File: src/rtl/ctrl_pkg.sv
// Shared encodings for the multi-cycle RV32I control unit: FSM states,
// ALU op codes, opcodes and datapath select values.
package ctrl_pkg;

  typedef enum logic [2:0] {
    S_FETCH,
    S_DECODE,
    S_EXEC,
    S_MEM,
    S_WB,
    S_TRAP
  } state_e;

  localparam logic [3:0] ALU_ADD  = 4'b0000;
  localparam logic [3:0] ALU_SUB  = 4'b0001;
  localparam logic [3:0] ALU_SLL  = 4'b0010;
  localparam logic [3:0] ALU_SLT  = 4'b0100;
  localparam logic [3:0] ALU_SLTU = 4'b0110;
  localparam logic [3:0] ALU_XOR  = 4'b1000;
  localparam logic [3:0] ALU_SRL  = 4'b1010;
  localparam logic [3:0] ALU_SRA  = 4'b1011;
  localparam logic [3:0] ALU_OR   = 4'b1100;
  localparam logic [3:0] ALU_AND  = 4'b1110;

  localparam logic [6:0] OPC_LUI    = 7'b0110111;
  localparam logic [6:0] OPC_AUIPC  = 7'b0010111;
  localparam logic [6:0] OPC_JAL    = 7'b1101111;
  localparam logic [6:0] OPC_JALR   = 7'b1100111;
  localparam logic [6:0] OPC_BRANCH = 7'b1100011;
  localparam logic [6:0] OPC_LOAD   = 7'b0000011;
  localparam logic [6:0] OPC_STORE  = 7'b0100011;
  localparam logic [6:0] OPC_OP_IMM = 7'b0010011;
  localparam logic [6:0] OPC_OP     = 7'b0110011;

  localparam logic [1:0] SRC_A_RS1  = 2'd0;
  localparam logic [1:0] SRC_A_PC   = 2'd1;
  localparam logic [1:0] SRC_A_ZERO = 2'd2;

  localparam logic [1:0] WB_ALU = 2'd0;
  localparam logic [1:0] WB_MEM = 2'd1;
  localparam logic [1:0] WB_PC4 = 2'd2;

  localparam logic [1:0] PC_PLUS4  = 2'd0;
  localparam logic [1:0] PC_ALU    = 2'd1;
  localparam logic [1:0] PC_BRANCH = 2'd2;

  function automatic logic opcode_legal(input logic [6:0] opc);
    case (opc)
      OPC_LUI, OPC_AUIPC, OPC_JAL, OPC_JALR, OPC_BRANCH,
      OPC_LOAD, OPC_STORE, OPC_OP_IMM, OPC_OP: return 1'b1;
      default:                                 return 1'b0;
    endcase
  endfunction

endpackage

File: src/rtl/alu_decoder.sv
// Instruction-class to ALU op mapping; purely combinational so the
// single-cycle core can share it.
module alu_decoder
  import ctrl_pkg::*;
(
  input  logic [6:0] opcode_i,
  input  logic [2:0] funct3_i,
  input  logic       funct7_5_i,
  output logic [3:0] alu_op_o
);

  // NOTE: every always_comb output gets a default first so no path can infer a latch.
  always_comb begin
    alu_op_o = ALU_ADD;
    case (opcode_i)
      OPC_OP:     alu_op_o = {funct3_i, funct7_5_i};
      // Only the shift-right group uses funct7[5] for immediates, so ADDI never turns into SUB.
      OPC_OP_IMM: alu_op_o = {funct3_i, (funct3_i == 3'b101) ? funct7_5_i : 1'b0};
      OPC_BRANCH: begin
        case (funct3_i[2:1])
          2'b00:   alu_op_o = ALU_SUB;
          2'b10:   alu_op_o = ALU_SLT;
          2'b11:   alu_op_o = ALU_SLTU;
          default: alu_op_o = ALU_ADD;
        endcase
      end
      default:    alu_op_o = ALU_ADD;
    endcase
  end

endmodule

File: src/rtl/multicycle_ctrl.sv
// Multi-cycle RV32I control FSM: FETCH/DECODE/EXEC/MEM/WB with req/ready
// memory handshakes and a sticky illegal-instruction trap.
module multicycle_ctrl
  import ctrl_pkg::*;
#(
  parameter bit RESET_TO_TRAP = 1'b0
) (
  input  logic        clk,
  input  logic        rst,
  input  logic [31:0] instr,
  input  logic        alu_zero,
  input  logic        mem_ready,
  output logic        mem_req,
  output logic        mem_we,
  output logic        addr_sel,
  output logic        ir_we,
  output logic [3:0]  alu_op,
  output logic [1:0]  alu_src_a,
  output logic        alu_src_b,
  output logic        reg_we,
  output logic [1:0]  wb_sel,
  output logic        pc_we,
  output logic [1:0]  pc_sel,
  output logic        illegal
);

  state_e state_q, state_d;
  logic   illegal_q, illegal_d;
  logic   rst_exit_q;

  logic [6:0] opcode;
  logic [2:0] funct3;
  logic       is_lui, is_auipc, is_jal, is_jalr, is_branch, is_load, is_store, is_op;
  logic       instr_bad, branch_taken;
  logic [3:0] dec_alu_op;
  logic       unused_instr_bits;

  assign opcode            = instr[6:0];
  assign funct3            = instr[14:12];
  assign unused_instr_bits = ^{instr[31], instr[29:15], instr[11:7]};

  assign is_lui    = (opcode == OPC_LUI);
  assign is_auipc  = (opcode == OPC_AUIPC);
  assign is_jal    = (opcode == OPC_JAL);
  assign is_jalr   = (opcode == OPC_JALR);
  assign is_branch = (opcode == OPC_BRANCH);
  assign is_load   = (opcode == OPC_LOAD);
  assign is_store  = (opcode == OPC_STORE);
  assign is_op     = (opcode == OPC_OP);

  assign instr_bad = !opcode_legal(opcode) || (is_branch && (funct3[2:1] == 2'b01));

  // BEQ/BGE/BGEU are taken on a zero ALU result, BNE/BLT/BLTU on non-zero.
  assign branch_taken = (alu_zero == ~(funct3[2] ^ funct3[0]));

  alu_decoder u_alu_decoder (
    .opcode_i   (opcode),
    .funct3_i   (funct3),
    .funct7_5_i (instr[30]),
    .alu_op_o   (dec_alu_op)
  );

  // NOTE: sequential state uses non-blocking assignments so every register samples pre-edge values.
  always_ff @(posedge clk) begin
    if (rst) begin
      state_q    <= S_FETCH;
      illegal_q  <= 1'b0;
      rst_exit_q <= 1'b1;
    end else begin
      state_q    <= state_d;
      illegal_q  <= illegal_d;
      rst_exit_q <= 1'b0;
    end
  end

  always_comb begin
    state_d   = state_q;
    illegal_d = illegal_q;
    mem_req   = 1'b0;
    mem_we    = 1'b0;
    addr_sel  = 1'b0;
    ir_we     = 1'b0;
    alu_op    = ALU_ADD;
    alu_src_a = SRC_A_RS1;
    alu_src_b = 1'b0;
    reg_we    = 1'b0;
    wb_sel    = WB_ALU;
    pc_we     = 1'b0;
    pc_sel    = PC_PLUS4;
    illegal   = 1'b0;

    // Outputs are forced quiet while rst is high, which also abandons a pending access.
    if (!rst) begin
      illegal = illegal_q || (RESET_TO_TRAP && rst_exit_q && instr_bad);
      case (state_q)
        S_FETCH: begin
          mem_req = 1'b1;
          ir_we   = mem_ready;
          if (mem_ready) state_d = S_DECODE;
        end
        S_DECODE: begin
          if (instr_bad) begin
            illegal_d = 1'b1;
            state_d   = S_TRAP;
          end else begin
            state_d   = S_EXEC;
          end
        end
        S_EXEC: begin
          alu_op    = dec_alu_op;
          alu_src_a = (is_auipc || is_jal) ? SRC_A_PC : (is_lui ? SRC_A_ZERO : SRC_A_RS1);
          alu_src_b = !(is_op || is_branch);
          if (is_branch) begin
            pc_we   = 1'b1;
            pc_sel  = branch_taken ? PC_BRANCH : PC_PLUS4;
            state_d = S_FETCH;
          end else if (is_load || is_store) begin
            state_d = S_MEM;
          end else begin
            state_d = S_WB;
          end
        end
        S_MEM: begin
          mem_req  = 1'b1;
          addr_sel = 1'b1;
          mem_we   = is_store;
          if (mem_ready) begin
            if (is_store) begin
              pc_we   = 1'b1;
              state_d = S_FETCH;
            end else begin
              state_d = S_WB;
            end
          end
        end
        S_WB: begin
          reg_we  = 1'b1;
          pc_we   = 1'b1;
          wb_sel  = is_load ? WB_MEM : ((is_jal || is_jalr) ? WB_PC4 : WB_ALU);
          pc_sel  = (is_jal || is_jalr) ? PC_ALU : PC_PLUS4;
          state_d = S_FETCH;
        end
        S_TRAP:  state_d = S_TRAP;
        default: state_d = S_FETCH;
      endcase
    end
  end

endmodule

File: config.mk
export PLATFORM = sky130hd
export DESIGN_NAME = multicycle_ctrl
export DESIGN_NICKNAME = d
export VERILOG_FILES = /design/src/rtl/ctrl_pkg.sv /design/src/rtl/alu_decoder.sv /design/src/rtl/multicycle_ctrl.sv
export SDC_FILE = /design/constraint.sdc
export NUM_CORES = 1
export LEC_CHECK = 0
export ABC_AREA = 1
export BUFFER_PORTS_ARGS = -buffer_cell sky130_fd_sc_hd__buf_4
export CAP_MARGIN = 20
export CORE_UTILIZATION = 36
export CTS_BUF_LIST = sky130_fd_sc_hd__clkbuf_8 sky130_fd_sc_hd__clkbuf_16
export CTS_CLUSTER_DIAMETER = 200
export DETAILED_ROUTE_END_ITERATION = 6
export GPL_ROUTABILITY_DRIVEN = 0
export PLACE_DENSITY = 0.78
export SLEW_MARGIN = 40
export SYNTH_ARGS = -nofsm -noshare
export SYNTH_HDL_FRONTEND = slang
export SYNTH_SLANG_ARGS = --single-unit
export TNS_END_PERCENT = 50
File: constraint.sdc
create_clock -name clk -period 1.3 [get_ports clk]
set_input_delay 0.065 -clock clk [delete_from_list [all_inputs] [get_ports clk]]
set_output_delay 0.065 -clock clk [all_outputs]
set_load 0.1 [all_outputs]
# Yosys cells after proc, flatten, opt, wreduce, memory -nomap -nowiden
# Index checks and enable logic that the tools add are counted.
[totals] ff_bits=4
[op_classes] n_eq_ne=21 muxes=44 bitwise=2 reduce_logical=14
[op_table] op="2-bit two-way mux" n=11
[op_table] op="7-bit by 6-bit equality test with 1-bit output, second input constant" n=3
[op_table] op="7-bit equality test, second input constant" n=3
[op_table] op="1-bit two-way mux" n=20
[op_table] op="3-bit two-way mux" n=6
[op_table] op="3-bit case mux with 5 select lines" n=1
[op_table] op="7-bit by 5-bit equality test with 1-bit output, second input constant" n=2
[op_table] op="4-bit case mux with 3 select lines" n=1
[op_table] op="3-bit equality test, second input constant" n=3
[op_table] op="3-bit case mux with 3 select lines" n=1
[op_table] op="9-bit OR reduction" n=1
[op_table] op="4-bit two-way mux" n=2
[op_table] op="7-bit by 2-bit equality test with 1-bit output, second input constant" n=1
[op_table] op="3-bit by 2-bit equality test with 1-bit output, second input constant" n=2
[op_table] op="1-bit logical OR" n=5
[op_table] op="2-bit equality test, second input constant" n=2
[op_table] op="2-bit != test, second input constant" n=2
[op_table] op="2-bit case mux with 2 select lines" n=1
[op_table] op="2-bit AND reduction" n=2
[op_table] op="3-bit by 1-bit equality test with 1-bit output, second input constant" n=1
[op_table] op="3-bit zero test" n=1
[op_table] op="1-bit case mux with 3 select lines" n=1
[op_table] op="2-bit by 1-bit equality test with 1-bit output, second input constant" n=1
[op_table] op="1-bit zero test" n=2
[op_table] op="6 further kinds" n=6

# Longest topological paths before layout
# Gate-level depths: netlist of run 1.
[logic_depth] word_depth=7 depth_mapped=12 mapped_depth_nobuf=12

# Modules after synthesis
# Synthesis of run 1 repeated with hierarchy kept, for this count alone.
[hier_totals] hier_cells=137 area_unflattened_um2=726.9
[by_module_without_submodules] module="multicycle_ctrl" n_inst=1 cells_per_inst=103 area_per_inst_um2=573.0
[by_module_without_submodules] module="alu_decoder" n_inst=1 cells_per_inst=34 area_per_inst_um2=153.9

# Worst setup path before layout of run 1
# OpenSTA, ideal clock, no wires.
[synth_timing] path_kind="register to output" startpoint="register state_q[2]" endpoint="output pc_we" t_arrival_ps=2918 required_time_ps=1235 setup_slack_ps=-1683 path_stages_with_launch=4 path_buffers=0 path_cell_list="dfxtp_1 inv_1 nand3_1 o311ai_1"
[synth_via] elab_chain_len=3 word_cells_on_any_way=5 cone_classes="eq/ne (3); mux (2)"
[synth_lines] item="from (decl)" line="multicycle_ctrl.sv:27" rtl="state_e state_q, state_d;"
[synth_lines] item="from (signal assigned)" line="multicycle_ctrl.sv:70" rtl="state_q <= state_d;"
[synth_lines] item="3-bit equality test or 3-bit by 2-bit equality test with 1-bit output (tied branches)" line="multicycle_ctrl.sv:95" rtl="case (state_q)"
[synth_lines] item="1-bit case mux with 3 select lines *" line="multicycle_ctrl.sv:95"
[synth_lines] item="1-bit two-way mux *" line="multicycle_ctrl.sv:93" rtl="if (!rst) begin"
[synth_lines] item="to (decl)" line="multicycle_ctrl.sv:22" rtl="output logic pc_we,"
# Every way passes the cells marked *; elsewhere a longest branch is shown, timed or not.

# Worst setup path in the final report of run 1
[layout_timing] startpoint="register state_q[2]" endpoint="register state_q[0]"
[layout_via] elab_chain_len=3 word_cells_on_any_way=9 cone_classes="eq/ne (6); mux (1); reduce/logical (2)"
[layout_lines] item="3-bit by 2-bit equality test with 1-bit output or 3-bit zero test (tied branches)" line="multicycle_ctrl.sv:95"
[layout_lines] item="2-bit != test (no source line)"
[layout_lines] item="2-bit AND reduction (no source line)"
# Several ways; a longest one is shown, not always the timed one.
# A chain may end at the register's enable or synchronous reset.

==> key figures, run 1 <==
Pwr
  • Power per cell area: 627 nW/µm²
  • Maximum VDD drop: 0.664 mV
  • Gate power share: 0.519
  • Static leakage: 0.707 nW
  • Clock network power share: 0.311
  • Sequential power share: 0.170
  • Pint: 504 µW
  • Sw frac: 0.445
  • Switch Pwr: 404 µW

Timing
  • Worst-margin pin slew: 0.380 ns
  • Final period util: 1.17
  • Final setup viols: 21
  • RSZ-0062 raised after global routing: true
  • Slew Viols, Final: 0
  • Fin crit period: 1.52 ns
  • Final hold violations: 0
  • Final WS setup: -0.217 ns
  • FMAX: 659 MHz
  • Layout Skew: 0.00785 ns
  • Slew margin rel.: 0.745

Logic synthesis
  • Syn Area/Cell: 5.15 µm²
  • Distinct cell type count after synthesis: 20
  • Mux contribution to synthesized area: 0
  • Syn Nets: 151
  • Synth Area in Adders: 0
  • Mapped Cells: 115
  • Synthesized cell area: 592 µm²
  • Largest family of logic cells by synthesized area: simple AND/OR/NAND/NOR gates
  • Compound-Gate Fraction of Synth Area: 0.133
  • Post-synthesis register bit count: 4
  • Simple-Gate Fraction of Synth Area: 0.571
  • Synth warn: 0
  • Sequential-to-total area share from yosys stat: 0.135
  • Xor and xnor fraction of the mapped netlist area: 0.0148

Routing
  • WL/cell: 20.3 µm
  • Post-route ant nets: 0
  • 1st-iter DRT viols: 53
  • Number of remaining DRC errors: 0
  • DR vias/cell: 6.13
  • Initial DRT Pass Iterations: 4
  • Via count: 1,140
  • Routed wire length: 3.77 mm

Flow run
  • Maxcap violations: 0

Finish
  • Multi-input logic area: 597 µm²
  • ANT cells: 0
  • Fill count: 44
  • Final Util: 0.950
  • Layout area overhead: 145%
  • Finished Cell Area: 1450 µm²
  • Layout Nets: 208
  • FF+latch area: 83.8 µm²
  • Layout cell share with drive strength beyond 1: 0.576

Die
  • Die height: 42.5 µm
  • Core area: 1520 µm²
  • Ports: 54
  • Initial Util: 0.388
  • Die X: 42.5 µm
  • Row count: 14
  • Die ar.: 1810 µm²

Worst setup path
  • Max FO, Critical Path: 4
  • Worst Path Buf+Inv: 3
  • CP most frequent cell: nand2_1
  • Delay of the slowest critical-path stage: 0.33 ns
  • Slowest cell on the critical path: dfxtp_2
  • CP endpoint kind: flip-flop
  • Crit path max-delay family: simple AND/OR/NAND/NOR gates
  • CP required: 1.41 ns
  • Worst setup path category: reg2reg
  • Critical-path cell list: inv_2, buf_4, buf_4, nand2_1, nand2_1, a21oi_1, nand2_1, nand2_1, nand2_1
  • Worst Setup Start Kind: flip-flop
  • Crit path DAT: 1.63 ns

Place
  • Dpl ws: -0.0643 ns
  • Port Buffers: 32
  • Dpl cell area: 1130 µm²
  • Dpl hpwl: 1.69 mm

Run status
  • Status: complete, but fails checks
  • Failing checks: negative setup slack

Clocking
  • Inserted Clock Buffers: 3
  • H-tree depth: 1
  • Worst skew pair latency: 0.23 ns
  • CTS tree: built
  • CTS root buf: clkbuf_8
  • CTS Sinks: 4
  • Cts-stage hold buffer count: 0
  • Number of buffers on the longest clock path: 2
  • Clock slew at reported path FFs: 0.04 ns

Global route
  • Initial antenna violation count: 0
  • GRT Util Overall: 0.330
  • First-pass GRT wire length: 4.51 mm
  • Vias in the first global route: 1,038
  • Grt ovf: 0
  • Largest net degree at the start of global routing: 8

Worst hold path
  • Hold WC Path Type: in2reg
==> through the flow <==
step | hold slack, ns | power [mW] | cells | setup TNS, ns
after detailed placement | 0.364 | 0.525 | 179 | -0.242
after floorplan | 0.134 | 0.398 | 115 | -3.06
after CTS | 0.139 | 0.834 | 183 | -1.23
final | 0.139 | 0.908 | 186 | -2.67
after global placement | 0.359 | 0.514 | 179 | -0.0660
after global routing | 0.150 | 0.941 | 186 | -3.82
==> per-layer routing <==
| layer | vias to the layer above | track usage | share of wire |
|---|---|---|---|
| met5 | - | 0 | 0 |
| met2 | 96 | 0.652 | 0.50 |
| met4 | 0 | 0.150 | 0.10 |
| met1 | 517 | 0.345 | 0.33 |
| met3 | 46 | 0.0216 | 0.066 |
| li1 | 481 | - | - |
==> layout by cell type, fill, tap and decap left out, types with 4 or more instances in the layout <==
| cell | Yosys | layout |
|---|---|---|
| nand2_1 | 28 | 26 |
| nand2_2 | 4 | 5 |
| nand3_1 | 9 | 7 |
| nor2_1 | 20 | 11 |
| a21oi_1 | 7 | 4 |
| nor3_4 | 0 | 4 |
| buf_4 | 0 | 33 |
| inv_2 | 4 | 6 |
| buf_12 | 0 | 17 |
| nor2_2 | 4 | 8 |
| nor2_4 | 1 | 6 |
| inv_1 | 19 | 15 |
==> power by group through the flow <==
stage	clock [mW]	combinational [mW]	sequential [mW]
2_1_floorplan	0	0.249	0.149
3_3_place_gp	0	0.365	0.149
3_5_place_dp	0	0.375	0.150
4_1_cts	0.263	0.418	0.153
5_1_grt	0.299	0.488	0.155
6_report	0.282	0.471	0.154
==> logic make-up after synthesis <==
logic type / after synthesis
XOR/XNOR: 1
buffers and inverters: 23
AO/OA/AOI/OAI: 13
AND/OR/NAND/NOR: 74
flip-flops: 4
==> state kept, by name (all words and copies together) (netlist names) <==
name,cells
state_q,3
illegal_q,1
==> final timing paths <==
check / endpoint / cells after the start / start / slack (ns)
setup / recovery: state_q[0] / 9 / state_q[2] / -0.22
hold / removal: illegal_q / 2 / rst / 0.14
setup reg to reg: state_q[0] / 9 / state_q[2] / -0.22
hold reg to reg: illegal_q / 2 / illegal_q / 0.50
==> timing repair <==
item | in CTS | in global routing
resized for setup | 59 | 3
endpoints found under the setup margin | 17 | 19
pin swaps | 3 | 4
buffers inserted | 1 | 3
endpoints found under the hold margin | 0 | 0
cloned | 0 | 0
==> final cells by class <==
type / instances / area share
repair buffers: 52 / 0.422
flip-flops and latches: 4 / 0.0579
well taps: 16 / 0.0138
clock buffers: 3 / 0.0285
multi-input cells: 88 / 0.412
inverters: 23 / 0.0657
==> cell usage after synthesis <==
master     number  area (µm²)
o311ai_1        1        8.76
nor2_1         20        75.1
inv_2           4        15.0
a21o_1          1        7.51
nand2_1        28         105
nand4_1         1        6.26
inv_1          19        71.3
nor2_2          4        25.0
nand3_2         2        20.0
dfxtp_1         4        80.1
o2111ai_1       1        8.76
a21oi_1         7        35.0
nand2_2         4        25.0
nor3_1          5        25.0
o21ai_0         1        5.00
o22ai_1         1        6.26
nor2_4          1        11.3
a21boi_1        1        7.51
nand3_1         9        45.0
xor2_1          1        8.76
(Power assumes the default switching activity.)
==> run 2: changes to the inputs <==
--- a/config.mk
+++ b/config.mk
@@ -7,7 +7,7 @@
 export LEC_CHECK = 0
 export ABC_AREA = 1
 export BUFFER_PORTS_ARGS = -buffer_cell sky130_fd_sc_hd__buf_4
-export CAP_MARGIN = 20
+export CORE_ASPECT_RATIO = 0.8
 export CORE_UTILIZATION = 36
 export CTS_BUF_LIST = sky130_fd_sc_hd__clkbuf_8 sky130_fd_sc_hd__clkbuf_16
 export CTS_CLUSTER_DIAMETER = 200
==> key figures, run 2 <==
Run status
  • Last stage reached: clock tree synthesis
  • Stop err: [ERROR DPL-0038] Utilization greater than 100%, impossible to legalize
  • Status: did not finish

Clocking
  • Post-CTS resize count: 64 (+8.5%)
  • H-tree depth: 1 (unchanged)
  • Post-CTS Setup Repair Bufs: 2 (+1)
  • CTS root buf: clkbuf_8
  • CTS Sinks: 4 (unchanged)
  • Cts-stage hold buffer count: 0 (unchanged)
  • Inserted Clock Buffers: 3 (unchanged)
  • Number of buffers on the longest clock path: 2 (unchanged)

Logic synthesis
  • Syn Area/Cell: 5.15 µm² (unchanged)
  • Mapped Cells: 115 (unchanged)
  • Post-synthesis register bit count: 4 (unchanged)
  • Most common library cells after synthesis: nand2_1, nor2_1, inv_1, nand3_1, a21oi_1
  • Synthesized cell area: 592 µm² (unchanged)
  • Synth warn: 0 (unchanged)
  • Largest area contributor in the netlist: nand2_1
  • Sequential-to-total area share from yosys stat: 0.135 (unchanged)
  • Synth top area cells: nand2_1, dfxtp_1, nor2_1
  • Post-synth EDFFs: 0 (unchanged)
  • Synth top area share: 0.178 (unchanged)
  • Async SR Flop Fraction: 0 (unchanged)
  • Distinct cell type count after synthesis: 20 (unchanged)
  • Syn Nets: 151 (unchanged)
  • Main synth FF type: dfxtp_1
  • Top-count cell post-synth: nand2_1

Place
  • Port Buffers: 32 (unchanged)
  • Dpl cell area: 1150 µm² (+1.9%)
  • Dpl hpwl: 1.82 mm (+7.4%)
  • Dpl ws: -0.116 ns (-0.0514 ns)

Die
  • Row count: 12 (-2)
  • Die height: 38.3 µm (-10%)
  • Die X: 47.3 µm (+11%)
  • Ports: 54 (unchanged)
  • Initial Util: 0.406 (+0.0180)
[run 2: metrics by stage]
stage,std cells,setup TNS [ns]
after detailed placement,186,-0.414
after floorplan,115,-3.06
after global placement,186,-0.198
[run 2: kinds of logic after synthesis]
family / count (synthesis) / synth area share
buffers and inverters: 23 / 0.146
AND/OR/NAND/NOR: 74 / 0.571
flip-flops: 4 / 0.135
AO/OA/AOI/OAI: 13 / 0.133
XOR/XNOR: 1 / 0.0148
==> run 3: changes to the inputs <==
--- a/config.mk
+++ b/config.mk
@@ -7,13 +7,11 @@
 export LEC_CHECK = 0
 export ABC_AREA = 1
 export BUFFER_PORTS_ARGS = -buffer_cell sky130_fd_sc_hd__buf_4
-export CORE_ASPECT_RATIO = 0.8
-export CORE_UTILIZATION = 36
-export CTS_BUF_LIST = sky130_fd_sc_hd__clkbuf_8 sky130_fd_sc_hd__clkbuf_16
-export CTS_CLUSTER_DIAMETER = 200
+export CORE_AREA = 2 2 63 65
 export DETAILED_ROUTE_END_ITERATION = 6
+export DIE_AREA = 0 0 65 67
 export GPL_ROUTABILITY_DRIVEN = 0
-export PLACE_DENSITY = 0.78
+export PLACE_DENSITY_LB_ADDON = 0.15
 export SLEW_MARGIN = 40
 export SYNTH_ARGS = -nofsm -noshare
 export SYNTH_HDL_FRONTEND = slang
==> key figures, run 3 (synthesis gave the netlist of run 1 again) <==
Timing
  • Final hold violations: 0
  • RSZ-0062 raised after global routing: true
  • Final period util: 1.07
  • Final setup viols: 13
  • Fin crit period: 1.39 ns
  • Layout Skew: 0.00119 ns
  • Final WS setup: -0.0924 ns
  • Final setup TNS: -0.664 ns
  • Worst-margin pin slew: 0.304 ns
  • Slew Viols, Final: 0
  • Worst hold slack: 0.131 ns
  • Slew margin rel.: 0.796
  • FMAX: 718 MHz

Worst setup path
  • Delay of the slowest critical-path stage: 0.35 ns
  • Slowest cell on the critical path: dfxtp_4
  • Reg2reg setup slack: 0.10 ns
  • R2R Path Start: state_q[0]
  • CP required: 1.24 ns
  • Worst setup path category: reg2out
  • Worst Setup Start Kind: flip-flop
  • Max FO, Critical Path: 4
  • Worst r2r path cells: 9
  • Crit path DAT: 1.33 ns
  • Critical-path cell list: inv_4, nand3_4, nor2_4, buf_4, inv_4, nor3_4, buf_12
  • CP endpoint kind: primary output
  • CP most frequent cell: inv_4
  • R2r endpoint: state_q[2]

Global route
  • Initial antenna violation count: 0
  • Grt ovf: 0
  • Largest net degree at the start of global routing: 8
  • GRT Util Overall: 0.103
  • First-pass GRT wire length: 3.57 mm
  • Vias in the first global route: 877

Run status
  • Status: complete, but fails checks
  • Failing checks: negative setup slack

Clocking
  • CTS Sinks: 4 (unchanged)
  • Worst skew pair latency: 0.22 ns
  • Number of buffers on the longest clock path: 2 (unchanged)
  • CTS root buf: clkbuf_8
  • CTS tree: built
  • Clock slew at reported path FFs: 0.03 ns
  • H-tree depth: 1 (unchanged)
  • Inserted Clock Buffers: 3 (unchanged)

Die
  • Row count: 22 (+10)
  • Ports: 54 (unchanged)
  • Die X: 65 µm (+37%)
  • Die ar.: 4360 µm²
  • Initial Util: 0.164 (-0.242)
  • Die height: 67 µm (+75%)
  • Core area: 3610 µm²

Finish
  • Layout area overhead: 157%
  • Largest regs: state_q (3), illegal_q (1)
  • Commonest non-fill, non-tap cells in the layout: buf_4, nand2_1, buf_12, inv_1
  • ANT cells: 0
  • Layout Nets: 209
  • FF+latch area: 88.8 µm²
  • Commonest non-fill, non-tap cell in the layout: buf_4
  • Max reg flops: 3
  • Multi-input logic area: 622 µm²
  • Layout cell share with drive strength beyond 1: 0.596
  • Register name with the most flops: state_q
  • Fill count: 371

Pwr
  • Maximum VDD drop: 0.474 mV
  • Static leakage: 0.712 nW
  • Power per cell area: 547 nW/µm²

Worst hold path
  • Hold WC Path Type: in2reg
  • Endpoint with the worst hold slack: state_q[0]
  • Worst Hold Launch: mem_ready
  • Hold Path Depth: 4

Place
  • Dpl hpwl: 1.77 mm (-2.9%)
  • Port Buffers: 32 (unchanged)

Routing
  • Number of remaining DRC errors: 0
  • Via count: 875
  • 1st-iter DRT viols: 38
  • WL/cell: 9.44 µm
  • Initial DRT Pass Iterations: 4
  • Post-route ant nets: 0
  • DR vias/cell: 4.00
  • Routed wire length: 2.07 mm

Flow run
  • Maxcap violations: 0
run 3: through the flow:
step | instance area (µm²) | utilization | setup slack, ns | power (mW) | std cells
after detailed placement | 1180 | 0.328 | -0.0823 | 0.523 | 213
final | 1520 | 0.422 | -0.0924 | 0.833 | 219
after floorplan | 748 | - | -0.294 | 0.398 | 115
after global placement | 1180 | 0.328 | -0.0538 | 0.521 | 213
after global routing | 1520 | 0.422 | -0.166 | 0.882 | 219
after CTS | 1460 | 0.404 | -0.118 | 0.816 | 217
run 3: layout make-up:
| type | instances | share of cell area |
|---|---|---|
| inverters | 23 | 0.0641 |
| well taps | 48 | 0.0394 |
| repair buffers | 53 | 0.403 |
| flip-flops and latches | 4 | 0.0583 |
| clock buffers | 3 | 0.0271 |
| multi-input cells | 88 | 0.408 |
run 3: worst max-delay path, delay by kind of cell (launching register included):
family        cells  cell delay [ns]
simple gates      3             0.31
flops             1             0.35
buf+inv           4             0.45
run 3: power breakdown:
group          total, mW  internal [mW]  leakage, nW  switching (mW)
clock              0.258          0.197       0.0216          0.0613
sequential         0.155          0.140       0.0346          0.0146
combinational      0.420          0.155        0.656           0.265
run 3: worst max path at each step:
stage          startpoint        end  slack [ns]  cells past startpoint
3_3_place_gp     instr[2]  alu_op[2]       -0.05                      8
3_5_place_dp     instr[2]  alu_op[2]       -0.08                      8
6_report       state_q[0]  alu_op[3]       -0.09                      7
5_1_grt        state_q[0]  alu_op[2]       -0.17                      7
2_1_floorplan  state_q[1]  pc_sel[0]       -0.29                      3
4_1_cts        state_q[2]  alu_op[2]       -0.12                      7
run 3: repair_timing:
item                                    CTS  global route
gates resized for setup                  55            15
endpoints found under the setup margin   17            19
hold buffers                              0             0
setup buffers                             1             2
hold endpoints to repair                  0             0
pin swaps                                 4             3
run 3: routing by layer:
layer	routed length, µm	share of wire	global-route usage	vias to the layer above
li1	-	-	-	474
met1	869	0.42	0.120	378
met2	1070	0.52	0.193	21
met3	112	0.054	0.0152	2
met4	13	0.0063	0.0319	0
met5	0	0	0	-
